[config.mk]
export PLATFORM = sky130hd
export DESIGN_NAME = oam_dma
export DESIGN_NICKNAME = d
export VERILOG_FILES = /design/src/rtl/oam_dma_pkg.sv /design/src/rtl/oam_dma.sv
export SDC_FILE = /design/constraint.sdc
export NUM_CORES = 1
export LEC_CHECK = 0
export ABC_CLOCK_PERIOD_IN_PS = 3190
export CAP_MARGIN = 0
export CORE_AREA = 8 8 70 72
export CTS_BUF_LIST = sky130_fd_sc_hd__clkbuf_8
export CTS_CLUSTER_DIAMETER = 150
export DETAILED_ROUTE_END_ITERATION = 10
export DIE_AREA = 0 0 78 80
export PLACE_DENSITY = 0.85
export SETUP_SLACK_MARGIN = 0.05
export SLEW_MARGIN = 0
export SYNTH_ARGS = -nofsm -noshare
export SYNTH_HDL_FRONTEND = slang
export SYNTH_SLANG_ARGS = --single-unit
[constraint.sdc]
create_clock -name iClock -period 3.19 [get_ports iClock]
set_input_delay 0.319 -clock iClock [delete_from_list [all_inputs] [get_ports iClock]]
set_output_delay 0.319 -clock iClock [all_outputs]
set_load 0.02 [all_outputs]
[src/rtl/oam_dma_pkg.sv]
// ---------------------------------------------------------------------------
// oam_dma_pkg
// Shared definitions for the OAM DMA engine: sprite attribute memory
// geometry, the DMA trigger register address, echo-RAM folding constants,
// the engine state encoding and the source-page fold helper.
// ---------------------------------------------------------------------------
package oam_dma_pkg;

    localparam logic [15:0] OAM_BASE          = 16'hFE00;
    localparam int          OAM_LEN           = 160;
    localparam logic [15:0] DMA_REG_ADDR      = 16'hFF46;
    localparam logic [7:0]  ECHO_FOLD         = 8'h20;
    localparam logic [7:0]  ECHO_PAGE_MIN_DEF = 8'hE0;

    typedef enum logic [1:0] {
        ST_IDLE  = 2'd0,
        ST_READ  = 2'd1,
        ST_WRITE = 2'd2
    } dma_state_e;

    // Pages in the echo region alias work RAM 0x20 pages lower.
    function automatic logic [7:0] fold_page(input logic [7:0] page,
                                             input logic [7:0] echo_min);
        return (page >= echo_min) ? (page - ECHO_FOLD) : page;
    endfunction

endpackage

[src/rtl/oam_dma.sv]
// ---------------------------------------------------------------------------
// oam_dma
// OAM DMA engine: copies BYTE_COUNT bytes from {page, 00..} to DEST_BASE..
// one byte at a time (read with handshake, then a one-cycle write).
//
// Ports
//   iClock           system clock, rising edge
//   iReset           asynchronous active-low reset
//   iStartWe         one-cycle trigger (CPU write to FF46)
//   iStartPage       source high byte
//   oMcuAddr         bus address (source on read, destination on write)
//   oMcuReadRequest  read request, held until iMcuAck
//   iMcuReadData     read data, sampled on the edge where iMcuAck=1
//   iMcuAck          read acknowledge
//   oMcuWe           one-cycle write strobe
//   oMcuWriteData    write data
//   oBusy            transfer in progress
//   oDone            one-cycle pulse after the final write
// All outputs are registered.
// ---------------------------------------------------------------------------
module oam_dma
    import oam_dma_pkg::*;
#(
    parameter int          BYTE_COUNT    = OAM_LEN,
    parameter logic [15:0] DEST_BASE     = OAM_BASE,
    parameter logic [7:0]  ECHO_PAGE_MIN = ECHO_PAGE_MIN_DEF
) (
    input  logic        iClock,
    input  logic        iReset,
    input  logic        iStartWe,
    input  logic [7:0]  iStartPage,
    output logic [15:0] oMcuAddr,
    output logic        oMcuReadRequest,
    input  logic [7:0]  iMcuReadData,
    input  logic        iMcuAck,
    output logic        oMcuWe,
    output logic [7:0]  oMcuWriteData,
    output logic        oBusy,
    output logic        oDone
);

    localparam logic [7:0] LAST_INDEX = 8'(BYTE_COUNT - 1);

    dma_state_e  state_q, state_d;
    logic [7:0]  page_q,  page_d;
    logic [7:0]  index_q, index_d;
    logic [7:0]  data_q,  data_d;   // doubles as oMcuWriteData; zero outside WRITE
    logic [15:0] addr_q,  addr_d;
    logic        req_q,   req_d;
    logic        we_q,    we_d;
    logic        busy_q,  busy_d;
    logic        done_q,  done_d;

    logic [7:0]  start_page;

    assign start_page = fold_page(iStartPage, ECHO_PAGE_MIN);

    always_comb begin
        // NOTE: every signal assigned here gets a default first, so no path
        // leaves a value unassigned and no latch is inferred.
        state_d = state_q;
        page_d  = page_q;
        index_d = index_q;
        data_d  = 8'h00;
        addr_d  = 16'h0000;
        req_d   = 1'b0;
        we_d    = 1'b0;
        busy_d  = 1'b0;
        done_d  = 1'b0;

        if (iStartWe) begin
            // A trigger in any state restarts: the pending read is dropped,
            // a write already on the bus this cycle completes, and the
            // aborted transfer never reports oDone.
            state_d = ST_READ;
            page_d  = start_page;
            index_d = 8'h00;
            busy_d  = 1'b1;
            req_d   = 1'b1;
            addr_d  = {start_page, 8'h00};
        end else begin
            unique case (state_q)
                ST_IDLE: begin
                end
                ST_READ: begin
                    busy_d = 1'b1;
                    if (iMcuAck) begin
                        state_d = ST_WRITE;
                        data_d  = iMcuReadData;
                        we_d    = 1'b1;
                        addr_d  = DEST_BASE + {8'h00, index_q};
                    end else begin
                        req_d  = 1'b1;
                        addr_d = {page_q, index_q};
                    end
                end
                ST_WRITE: begin
                    if (index_q == LAST_INDEX) begin
                        state_d = ST_IDLE;
                        done_d  = 1'b1;
                    end else begin
                        state_d = ST_READ;
                        index_d = index_q + 8'h01;
                        busy_d  = 1'b1;
                        req_d   = 1'b1;
                        addr_d  = {page_q, index_q + 8'h01};
                    end
                end
                default: state_d = ST_IDLE;
            endcase
        end
    end

    always_ff @(posedge iClock or negedge iReset) begin
        if (!iReset) begin
            state_q <= ST_IDLE;
            page_q  <= 8'h00;
            index_q <= 8'h00;
            data_q  <= 8'h00;
            addr_q  <= 16'h0000;
            req_q   <= 1'b0;
            we_q    <= 1'b0;
            busy_q  <= 1'b0;
            done_q  <= 1'b0;
        end else begin
            // NOTE: non-blocking assignments so every flop samples the
            // pre-edge values regardless of statement order.
            state_q <= state_d;
            page_q  <= page_d;
            index_q <= index_d;
            data_q  <= data_d;
            addr_q  <= addr_d;
            req_q   <= req_d;
            we_q    <= we_d;
            busy_q  <= busy_d;
            done_q  <= done_d;
        end
    end

    assign oMcuAddr        = addr_q;
    assign oMcuReadRequest = req_q;
    assign oMcuWe          = we_q;
    assign oMcuWriteData   = data_q;
    assign oBusy           = busy_q;
    assign oDone           = done_q;

endmodule

==> metrics.md, run 1 <==
| Metric | Value |
|---|---|
| FF+latch count, synth | 46 |
| Fin Setup TNS | 0 ns |
| Commonest cells after routing, fill and taps aside | dfrtp_1 (46), clkdlybuf4s50_1 (46), nand2_1 (22) |
| Multiplexer share of the synthesized area | 0.0105 |
| Post-CTS setup repair buffer count | 0 |
| FP Rows | 23 |
| DRC viols | 0 |
| Final setup skew | 0.00915 ns |
| Mapped Cells | 190 |
| Share of layout cells above drive strength 1 | 0.101 |
| Bufs and invs on worst path | 1 |
| Simple-Gate Fraction of Synth Area | 0.153 |
| Pwr/cell area | 544 nW/µm² |
| Arrival time at the worst endpoint | 1.97 ns |
| Dpl hpwl | 2940 µm |
| Slew HR | 0.358 |
| Largest net degree at the start of global routing | 47 |
| Net Count, Synth | 216 |
| Clk_lat worst skew | 0.30 ns |
| Nets | 262 |
| Crit Reg-Reg Endpoint | oMcuAddr[9]$_DFF_PN0_ |
| Core area | 3860 µm² |
| Vias in the first global route | 1505 |
| First-pass GRT wire length | 7020 µm |
| CP Max Fanout | 16 |
| Worst vdd ir | 381 µV |
| Synthesis-to-finish area growth | 29.6% |
| Gp weighted congestion | 0.842 |
| Diodes inserted | 0 |
| Final total power | 1.42 mW |
| Initial antenna violation count | 0 |
| Yosys cell types | 43 |
| Critical path, cell by cell | inv_1, ha_1, and3_1, a21oi_1, o21ai_1 |
| Routed WL | 4090 µm |
| Root buf cell | clkbuf_8 |
| Least-Margin Pin Slew | 0.963 ns |
| Final Hold Fails | 0 |
| Critical path endpoint category | flip-flop |
| Syn Std Cell Area | 2020 µm² |
| 1st-iter DRT viols | 102 |
| Crit-path leading delay family | simple AND/OR/NAND/NOR gates |
| Asr flop ratio synth | 1.00 |
| CTS Hold Buffers Added | 0 |
| CTS Sinks | 46 |
| Reg2reg path depth | 5 |
| H-tree depth | 2 |
| R2R Setup Slk | 1.44 ns |
| Slowest stage cell, crit path | and3_1 |
| CTS Buf Count | 5 |
| DRT antenna net count | 0 |
| Die Y-Extent | 80 µm |
| WP data required | 3.41 ns |
| Starting Density | 0.523 |
| GRT Resource Usage Total | 0.140 |
| RSZ-0062 raised after global routing | false |
| Drt wl/cell | 14.3 µm |
| R2r startpoint | state_q[1]$_DFFE_PN0P_ |
| DR pass1 iterations | 4 |
| Avg Cell Area, Syn | 10.6 µm² |
| Die Area | 6240 µm² |
| Max-cap violations | 0 |
| Max Fclk | 570 MHz |
| Post-synthesis sequential area ratio | 0.570 |
| Post_cts resized | 0 |
| Status | finished, final reports clean |
| Max Transition Viols Final | 0 |
| HP Class | in2async |
| Critical Path Source Type | flip-flop |
| Via count of the routed design | 1480 |
| Crit path time final | 1.75 ns |
| Leakage | 1.13 nW |
| Clock slew at reported path FFs | 0.09 ns |
| GRT Residual Overflow | 0 |
| Compound-Gate Fraction of Synth Area | 0.156 |
| CTS tree | done |
| Routed vias/inst | 5.16 |
| Most used DFF post-synth | dfrtp_1 |
| Final Cycle Share | 0.550 |
| Post-synth EDFFs | 0 |
| Post-synthesis adder-cell area fraction | 0.0372 |
| Io pins | 48 |
| CP peak stage delay | 0.51 ns |
| Crit path kind | reg2reg |
| Post-synthesis xor/xnor area fraction | 0.0217 |
| PortBufs | 47 |
| Worst-case clock buffer depth | 2 |
| Largest family of logic cells by synthesized area | compound AO/OA/AOI/OAI gates |
| Final Setup Violations | 0 |
| Warnings, synthesis | 0 |
| Die width | 78 µm |
## final cells by class
cell class	count	area, µm²
sequential	46	1150
clock inverter	3	43.8
fill	304	1240
tap	50	62.6
inverter	14	52.6
multi-input combinational	121	764
timing repair buffer	48	473
clock buffer	5	68.8
## synth_stat cells (2+ instances only)
| cell | n | area (µm²) |
|---|---|---|
| nor2b_1 | 2 | 12.5 |
| ha_1 | 6 | 75.1 |
| nand2_1 | 22 | 82.6 |
| dfrtp_1 | 46 | 1150 |
| o21ai_4 | 2 | 32.5 |
| o21ai_0 | 9 | 45.0 |
| and2_1 | 8 | 50.1 |
| xnor2_1 | 4 | 35.0 |
| inv_1 | 12 | 45.0 |
| o21ai_1 | 11 | 55.1 |
| o211ai_1 | 2 | 15.0 |
| nor2_1 | 5 | 18.8 |
| a21oi_1 | 18 | 90.1 |
| nand3_1 | 8 | 40.0 |
| clkbuf_1 | 2 | 7.51 |
| nor3_1 | 2 | 10.0 |
| inv_2 | 2 | 7.51 |
| buf_2 | 4 | 20.0 |
## worst reg2reg max path, delay by kind of cell, from the launching register on
kind / cells / cell delay, ns
buf+inv: 1 / 0.10
compound gates: 2 / 0.23
flops: 1 / 0.40
fa+ha+maj: 1 / 0.44
simple gates: 1 / 0.51
## metrics by stage
step                 util  hold WS (ns)  cells  setup WS, ns  instance area, µm²
CTS                 0.678         0.205    287          1.39                2620
finish              0.678         0.168    287          1.44                2620
global placement    0.649         0.482    279          1.27                2500
floorplan               -        0.0234    190          1.68                2020
global route        0.678         0.243    287          1.22                2620
detailed placement  0.649         0.491    279          1.20                2500
## where the power goes
group          total [mW]  internal [mW]  switching [mW]
Sequential          0.656          0.634          0.0224
Combinational       0.334          0.140           0.194
Clock               0.433          0.235           0.199
Total                1.42           1.01           0.415
## sequential cells by signal, indices dropped and copies added, names as in the netlist
signal,count
oMcuWriteData,8
oMcuReadRequest,1
oBusy,1
index_q,8
oMcuAddr,16
state_q,2
page_q,8
oMcuWe,1
oDone,1
## layer usage
| metal | GRT usage | up-vias | share of wire |
|---|---|---|---|
| met5 | 0 | - | 0 |
| met4 | 0.0519 | 0 | 0.012 |
| met3 | 0.0450 | 6 | 0.046 |
| met2 | 0.230 | 39 | 0.50 |
| met1 | 0.170 | 700 | 0.44 |
| li1 | - | 735 | - |
## worst max-delay path by stage
| stage | startpoint | to | slack [ns] | cells after the start |
|---|---|---|---|---|
| finish | state_q[1]$_DFFE_PN0P_ | oMcuAddr[9]$_DFF_PN0_ | 1.44 | 5 |
| global route | state_q[1]$_DFFE_PN0P_ | oMcuAddr[12]$_DFF_PN0_ | 1.22 | 5 |
| CTS | state_q[1]$_DFFE_PN0P_ | oMcuAddr[9]$_DFF_PN0_ | 1.39 | 5 |
| detailed placement | iStartWe | oMcuAddr[13]$_DFF_PN0_ | 1.20 | 5 |
| global placement | iStartWe | oMcuAddr[11]$_DFF_PN0_ | 1.27 | 5 |
| floorplan | index_q[0]$_DFFE_PN0P_ | oMcuAddr[3]$_DFF_PN0_ | 1.68 | 5 |
## cells by family (layout without fill, tap and decap cells)
| family | count (synthesis) | in the layout |
|---|---|---|
| adders and majority gates | 6 | 6 |
| buffers and inverters | 23 | 70 |
| DFF | 46 | 46 |
| and+or+nand+nor | 58 | 58 |
| AOI/OAI and AO/OA | 50 | 50 |
| xor gates and xnor gates | 5 | 5 |
| muxes | 2 | 2 |
Power figures use the tool's default switching activity.
==> run 2, diff against run 1 <==
--- a/config.mk
+++ b/config.mk
@@ -5,14 +5,14 @@
 export SDC_FILE = /design/constraint.sdc
 export NUM_CORES = 1
 export LEC_CHECK = 0
-export ABC_CLOCK_PERIOD_IN_PS = 3190
+export ABC_CLOCK_PERIOD_IN_PS = 1700
 export CAP_MARGIN = 0
-export CORE_AREA = 8 8 70 72
+export CORE_AREA = 8 8 72 74
 export CTS_BUF_LIST = sky130_fd_sc_hd__clkbuf_8
 export CTS_CLUSTER_DIAMETER = 150
 export DETAILED_ROUTE_END_ITERATION = 10
-export DIE_AREA = 0 0 78 80
-export PLACE_DENSITY = 0.85
+export DIE_AREA = 0 0 80 82
+export PLACE_DENSITY = 0.8
 export SETUP_SLACK_MARGIN = 0.05
 export SLEW_MARGIN = 0
 export SYNTH_ARGS = -nofsm -noshare
==> constraint.sdc (replaced) <==
create_clock -name iClock -period 1.7 [get_ports iClock]
set_input_delay 0.17 -clock iClock [delete_from_list [all_inputs] [get_ports iClock]]
set_output_delay 0.17 -clock iClock [all_outputs]
set_load 0.02 [all_outputs]
==> metrics.md, run 2 (synthesis results as in run 1) <==
| Metric | Value |
|---|---|
| Nets | 271 |
| Io pins | 48 |
| Seq pwr share | 0.486 |
| Bufs and invs on worst path | 0 |
| First-pass GRT wire length | 7260 µm |
| Clock group share of total power | 0.244 |
| Pwr/cell area | 945 nW/µm² |
| Slowest stage cell, crit path | dfrtp_1 |
| Max Fclk | 646 MHz |
| Final Cycle Share | 0.910 |
| Clk_lat worst skew | 0.30 ns |
| Largest net degree at the start of global routing | 28 |
| CP Max Fanout | 6 |
| Diodes inserted | 0 |
| Dpl cell area | 2570 µm² |
| Max reg flops | 16 |
| DRC viols | 0 |
| Die Area | 6560 µm² |
| Commonest cells after routing, fill and taps aside | dfrtp_1 (46), clkdlybuf4s50_1 (46), nand2_1 (22) |
| Crit path kind | reg2reg |
| GRT Resource Usage Total | 0.143 |
| Comb power frac | 0.270 |
| FP Rows | 24 |
| Initial antenna violation count | 0 |
| Routed vias/inst | 5.15 |
| Internal power | 1.76 mW |
| Dpl hpwl | 3200 µm |
| CP peak stage delay | 0.42 ns |
| Worst vdd ir | 608 µV |
| Drt wl/cell | 14.5 µm |
| Critical path endpoint category | flip-flop |
| Critical Path Source Type | flip-flop |
| Sw Share | 0.302 |
| Share of layout cells above drive strength 1 | 0.131 |
| Clock slew at reported path FFs | 0.08 ns |
| Slew HR | 0.704 |
| Least-Margin Pin Slew | 0.443 ns |
| Max-cap violations | 0 |
| HP Class | in2async |
| Fin Setup TNS | 0 ns |
| Critical path, cell by cell | ha_1, nand4_1, o21ai_4, or3_1, a21oi_1 |
| Die Y-Extent | 82 µm |
| Worst-case clock buffer depth | 2 |
| Status | finished, final reports clean |
| Sw power | 0.762 mW |
| Arrival time at the worst endpoint | 1.77 ns |
| Gp weighted congestion | 0.850 |
| CTS Sinks | 46 |
| Synthesis-to-finish area growth | 32.3% |
| CTS tree | done |
| Via count of the routed design | 1531 |
| Routed WL | 4300 µm |
| Core area | 4140 µm² |
| Final Cell Area | 2670 µm² |
| Root buf cell | clkbuf_8 |
| Starting Density | 0.487 |
| Final setup skew | 0.00678 ns |
| PortBufs | 47 |
| DRT antenna net count | 0 |
| CTS Buf Count | 5 |
| DR pass1 iterations | 4 |
| Die width | 80 µm |
| WP data required | 1.92 ns |
| Final Hold Fails | 0 |
| 1st-iter DRT viols | 180 |
| GRT Residual Overflow | 0 |
| Crit-path leading delay family | simple AND/OR/NAND/NOR gates |
| Crit path time final | 1.55 ns |
| Final Setup Violations | 0 |
| RSZ-0062 raised after global routing | true |
| H-tree depth | 2 |
| Leakage | 1.16 nW |
| Vias in the first global route | 1534 |
| Max Transition Viols Final | 0 |
run 2: what timing repair did:
item,4_1_cts,5_1_grt
endpoints found under the hold margin,19,0
hold buffers,1,0
setup endpoints to repair,0,16
setup buffers,0,1
gates resized for setup,0,1
run 2: layer usage:
| layer | vias to the layer above | part of all wire | global-route usage |
|---|---|---|---|
| met5 | - | 0 | 0 |
| met4 | 0 | 0.021 | 0.0655 |
| met3 | 10 | 0.055 | 0.0405 |
| met2 | 44 | 0.52 | 0.229 |
| met1 | 731 | 0.41 | 0.175 |
| li1 | 746 | - | - |
run 2: layout make-up:
class	instances	area [µm²]
multi-input cells	121	767
repair buffers	57	556
well taps	52	65.1
inverters	14	52.6
flip-flops and latches	46	1150
clock inverters	2	10.0
clock buffers	5	68.8
fillers	342	1470
run 2: path summary, 6_finish.rpt:
check / endpoint / slack [ns] / from / cells after the start
setup / recovery: oMcuAddr[3]$_DFF_PN0_ / 0.15 / index_q[1]$_DFFE_PN0P_ / 5
hold / removal: index_q[7]$_DFFE_PN0P_ / 0.34 / iReset / 2
setup reg to reg: oMcuAddr[3]$_DFF_PN0_ / 0.15 / index_q[1]$_DFFE_PN0P_ / 5
hold reg to reg: page_q[0]$_DFFE_PN0P_ / 0.51 / page_q[0]$_DFFE_PN0P_ / 1
max in group asynchronous: oMcuAddr[9]$_DFF_PN0_ / 0.87 / iReset / 3
min in group iClock: oMcuWriteData[7]$_DFF_PN0_ / 0.42 / iMcuReadData[7] / 2
run 2: per-stage QoR:
stage | hold slack [ns] | utilization | cells | power [mW] | setup WS [ns]
6_report | 0.344 | 0.644 | 297 | 2.52 | 0.152
5_1_grt | 0.391 | 0.644 | 297 | 2.66 | 0.0397
4_1_cts | 0.347 | 0.642 | 296 | 2.55 | 0.0684
3_5_place_dp | 0.143 | 0.620 | 288 | 1.93 | 0.0883
3_3_place_gp | 0.143 | 0.620 | 288 | 1.91 | 0.172
2_1_floorplan | -0.126 | - | 190 | 1.61 | 0.188
run 2: power groups by stage:
stage,Sequential (mW),Clock (mW),Combinational (mW)
5_1_grt,1.24,0.686,0.738
4_1_cts,1.23,0.639,0.685
2_1_floorplan,1.33,0,0.279
6_report,1.23,0.615,0.682
3_5_place_dp,1.25,0,0.679
3_3_place_gp,1.25,0,0.666
